$ cat config.mk
export PLATFORM = sky130hd
export DESIGN_NAME = softmax_max_stage
export DESIGN_NICKNAME = d
export VERILOG_FILES = /design/src/rtl/softmax_max_stage.sv
export SDC_FILE = /design/constraint.sdc
export NUM_CORES = 1
export LEC_CHECK = 0
export BUFFER_PORTS_ARGS = -buffer_cell sky130_fd_sc_hd__buf_4
export CAP_MARGIN = 20
export CORE_UTILIZATION = 40
export CTS_BUF_LIST = sky130_fd_sc_hd__clkbuf_8
export CTS_CLUSTER_DIAMETER = 200
export DETAILED_ROUTE_END_ITERATION = 8
export PLACE_DENSITY = 0.62
export SETUP_SLACK_MARGIN = 0.05
export SLEW_MARGIN = 20
export SYNTH_ARGS = -nofsm -noshare
export SYNTH_HDL_FRONTEND = slang
export SYNTH_SLANG_ARGS = --single-unit
$ cat constraint.sdc
create_clock -name Clock -period 6.7 [get_ports Clock]
set_input_delay 0.67 -clock Clock [delete_from_list [all_inputs] [get_ports Clock]]
set_output_delay 0.67 -clock Clock [all_outputs]
set_load 0.01 [all_outputs]
$ cat src/rtl/softmax_max_stage.sv
// softmax_max_stage: buffers one vector of float32 scores, tracks the vector
// maximum while loading, then replays each score paired with -max so the
// downstream adder can form x_i - max.
//
// state    | meaning
// ---------+-----------------------------------------------------------
// ST_LOAD  | accepting scores into the buffer, updating the running max
// ST_DRAIN | replaying buffered scores with -max, inputs refused
module softmax_max_stage #(
   parameter int BITWIDTH = 32,
   parameter int VECLEN   = 8,
   parameter int ADDRW    = 3
) (
   input  logic                Clock,
   input  logic                Reset,
   input  logic                InValid,
   input  logic [BITWIDTH-1:0] Datain,
   output logic                InReady,
   output logic                OutValid,
   input  logic                OutReady,
   output logic [BITWIDTH-1:0] DataOut,
   output logic [BITWIDTH-1:0] MaxNeg,
   output logic                OutLast
);

   typedef enum logic {
      ST_LOAD  = 1'b0,
      ST_DRAIN = 1'b1
   } state_t;

   localparam logic [ADDRW-1:0] LAST_IDX = ADDRW'(VECLEN - 1);

   state_t              state;
   state_t              state_nxt;
   logic [ADDRW-1:0]    idx;
   logic                run;
   logic                accept;
   logic                advance;
   logic                at_last;
   logic [BITWIDTH-1:0] max_val;
   logic [BITWIDTH-1:0] score_buf [VECLEN];

   // Maps float32 onto an unsigned ordering: negatives are fully inverted so
   // larger magnitude sorts lower; positives get the sign bit set so they sort
   // above all negatives. +0 therefore ranks above -0.
   function automatic logic [BITWIDTH-1:0] order_key(input logic [BITWIDTH-1:0] x);
      logic [BITWIDTH-1:0] key;
      if (x[BITWIDTH-1]) begin
         key = ~x;
      end else begin
         key = x ^ {1'b1, {(BITWIDTH-1){1'b0}}};
      end
      return key;
   endfunction

   assign at_last = (idx == LAST_IDX);

   // State register
   always_ff @(posedge Clock or negedge Reset) begin
      if (!Reset) begin
         state <= ST_LOAD;
      end else begin
         state <= state_nxt;
      end
   end

   // Holds InReady low while in reset and lets it rise on the first edge after release
   always_ff @(posedge Clock or negedge Reset) begin
      if (!Reset) begin
         run <= 1'b0;
      end else begin
         run <= 1'b1;
      end
   end

   // Next-state and handshake decode
   always_comb begin
      state_nxt = state;
      InReady   = 1'b0;
      OutValid  = 1'b0;
      accept    = 1'b0;
      advance   = 1'b0;
      case (state)
         ST_LOAD: begin
            InReady = run;
            accept  = InValid & run;
            if (accept && at_last) begin
               state_nxt = ST_DRAIN;
            end
         end
         ST_DRAIN: begin
            OutValid = 1'b1;
            advance  = OutReady;
            if (advance && at_last) begin
               state_nxt = ST_LOAD;
            end
         end
         default: begin
            state_nxt = ST_LOAD;
         end
      endcase
   end

   // Shared index: write pointer while loading, read pointer while draining
   always_ff @(posedge Clock or negedge Reset) begin
      if (!Reset) begin
         idx <= '0;
      end else if (accept || advance) begin
         if (at_last) begin
            idx <= '0;
         end else begin
            idx <= idx + ADDRW'(1);
         end
      end
   end

   // Running max; element 0 seeds it, later elements win only when strictly greater
   always_ff @(posedge Clock or negedge Reset) begin
      if (!Reset) begin
         max_val <= '0;
      end else if (accept) begin
         if ((idx == '0) || (order_key(Datain) > order_key(max_val))) begin
            max_val <= Datain;
         end
      end
   end

   // Score buffer; contents are don't-care until written, outputs are gated below
   always_ff @(posedge Clock) begin
      if (accept) begin
         score_buf[idx] <= Datain;
      end
   end

   // Output data is forced to zero whenever no beat is being presented
   always_comb begin
      DataOut = '0;
      MaxNeg  = '0;
      OutLast = 1'b0;
      if (OutValid) begin
         DataOut = score_buf[idx];
         MaxNeg  = {~max_val[BITWIDTH-1], max_val[BITWIDTH-2:0]};
         OutLast = at_last;
      end
   end

endmodule

==> reports/results.ini <==
[run_status]
status=complete, no violations

[clock_network]
clock_latency_ns=0.55
cts_max_level=2
clk_pin_slew_ns=0.06
cts_hold_buffers=0
clock-sinks=293
post_cts_resized=0
cts-buffers-inserted=46
cts_tree=built
cts_root_buf=clkbuf_8
post_cts_buffers=0
cts_buffer_depth=3

[floorplan]
rows=63
start_util_pct=40.7
dieArea_um2=30900
coreArea_um2=29700
ios=103
die_w_um=176
die_y_um=176

[sta]
tightest_slew_ns=1.03
fin_crit_sh_pct=56.6
fmax_ghz=0.264
maxSlewHeadroom_pct=31.2
final.min_clock_period_ns=3.79
finalHoldViolations=0
setup_violations=0
clock_skew_ns=0.0201
rsz0062_at_grt=false
setup-tns-final_ns=0
report.final.slew_viol_count=0

[critical_path]
max_stage_delay_ns=0.84
required_ns=6.03
critPathSlowestCell=nor3_2
arrival_ns=3.12
reg2reg_depth=9
reg2reg_slack_ns=3.12
crit_type=register to primary output
worstSetupStartpointType=register
cp-end-kind=primary output
cp_cell_sequence=nor3_2, buf_4, a22oi_1, a41oi_1, buf_4
r2r-start=max_val[31]$_DFFE_PN0P_
cp_common_cell=buf_4
critPathMaxFanout=24
r2r_end=max_val[25]$_DFFE_PN0P_

[drt]
num_vias=7170
drc=0
wl_per_cell_um=22.6
routed_wl_mm=29.4
drtPass1Iterations=5
vias_per_cell=5.52
ant_nets=0
initialDrtViolationCount=459

[grt]
antenna_found_initial=0
grt_pass1_wl_mm=44.2
grt_pass1_vias=7222
grtUsageTotal_pct=19.2
globalRoute.totalOverflow=0
grt_max_degree=42

[job]
maxCapViolations=0

[pwr]
leakage_uw=0.00492
ir_worst_vdd_mv=0.219
powerDensity_nw_per_um2=405

[synth]
synth_flop_cell=edfxtp_1
ys_warn_count=0
syn_avg_cell_area_um2=16.2
postSynthCellCount=747
seq_area_frac_synth_pct=71.3
synth_edf_count=256
syn_nets=818
ys_seq_elements=293
netlist_area_um2=12100
synthArstFlopShare_pct=12.6
synth_cell_types=37

[final_layout]
fin_nets=942
finish.utilization_pct=47.8
layoutNonFillerInstCount=1299
final_common_cell=edfxtp_1
final_cell_mix=edfxtp_1, a22oi_1, buf_4
drive_above_1_share_pct=24.4
area_growth_pct=17.6
n_fill_cell=2553
num_antenna_cells=0

[placed_design]
numPortBuffers=102
dp.cells=1212
place_congestion=0.747
dp_hpwl_mm=16.5

[min_path]
hold_class=primary input to async pin

[routing by layer]
metal | GRT usage (%) | up-vias | wire (um)
li1 | - | 3238 | -
met1 | 27.2 | 3622 | 13400
met2 | 30.5 | 270 | 13600
met3 | 3.31 | 40 | 1930
met4 | 5.07 | 0 | 477
met5 | 0 | - | 0
[registers in the layout (all words and copies together) (netlist names)]
signal and flops:
run 1, score_buf 256, state 1, max_val 32
idx 3
[cells by family after synthesis]
group	count (synthesis)	synth area share, %
compound gates	191	12.0
xor+xnor	62	4.49
fa+ha+maj	35	3.62
buf+inv	47	1.65
flops	293	71.3
mux	32	3.08
other cells	1	0.0310
simple gates	86	3.88
[area by class of cell]
class	instances	area (um2)	area share, %
Sequential cell	293	8610	60.6
Multi-Input combinational cell	407	3320	23.3
Timing Repair Buffer	118	906	6.38
Clock buffer	47	647	4.55
Tap cell	390	488	3.43
Clock inverter	39	216	1.52
Inverter	5	18.8	0.132
[worst max-delay path: cells and delay by family (launching register included)]
| family | cells | cell delay [ns] |
|---|---|---|
| AO/OA/AOI/OAI | 2 | 0.54 |
| buffers and inverters | 2 | 0.71 |
| AND/OR/NAND/NOR | 1 | 0.84 |
| flip-flops | 1 | 0.48 |
[per-stage QoR]
step / total power (uW) / hold slack, ns / setup WS (ns) / instance area [um2]
finish: 5750 / 0.0979 / 2.91 / 14200
global route: 6100 / 0.119 / 2.72 / 14200
CTS: 5810 / 0.0886 / 2.87 / 14200
detailed placement: 4400 / 0.539 / 2.69 / 13300
global placement: 4380 / 0.537 / 2.69 / 13300
floorplan: 3630 / 0.374 / 3.11 / 12100
[worst max path at each step]
stage                                  start                         to  slack (ns)  cells after the start
final                     idx[1]$_DFFE_PN0P_                 DataOut[5]        2.91                      5
after floorplan              state$_DFF_PN0_  score_buf[3][0]$_DFFE_PP_        3.11                      4
after detailed placement          Datain[31]    max_val[13]$_DFFE_PN0P_        2.69                      9
after global routing      idx[1]$_DFFE_PN0P_                DataOut[17]        2.72                      5
after global placement            Datain[31]    max_val[31]$_DFFE_PN0P_        2.69                      9
after CTS                 idx[1]$_DFFE_PN0P_                DataOut[17]        2.87                      5
[synthesized netlist by cell type (14+ instances only)]
cell type    n  area [um2]
ha_1        35         438
clkbuf_1    33         124
a41oi_1     32         280
dfrtp_1     37         926
nand2_1     17        63.8
edfxtp_1   256        7690
a22oi_1    128         961
a21oi_1     14        70.1
xnor2_1     31         272
xor2_1      31         272
mux2_2      29         327
and2_1      37         231
[power by group]
| group | total, uW | switching (uW) | internal, uW |
|---|---|---|---|
| combinational | 1940 | 1070 | 871 |
| clock | 1410 | 674 | 734 |
| sequential | 2400 | 204 | 2200 |
Power figures use the tool's default switching activity.
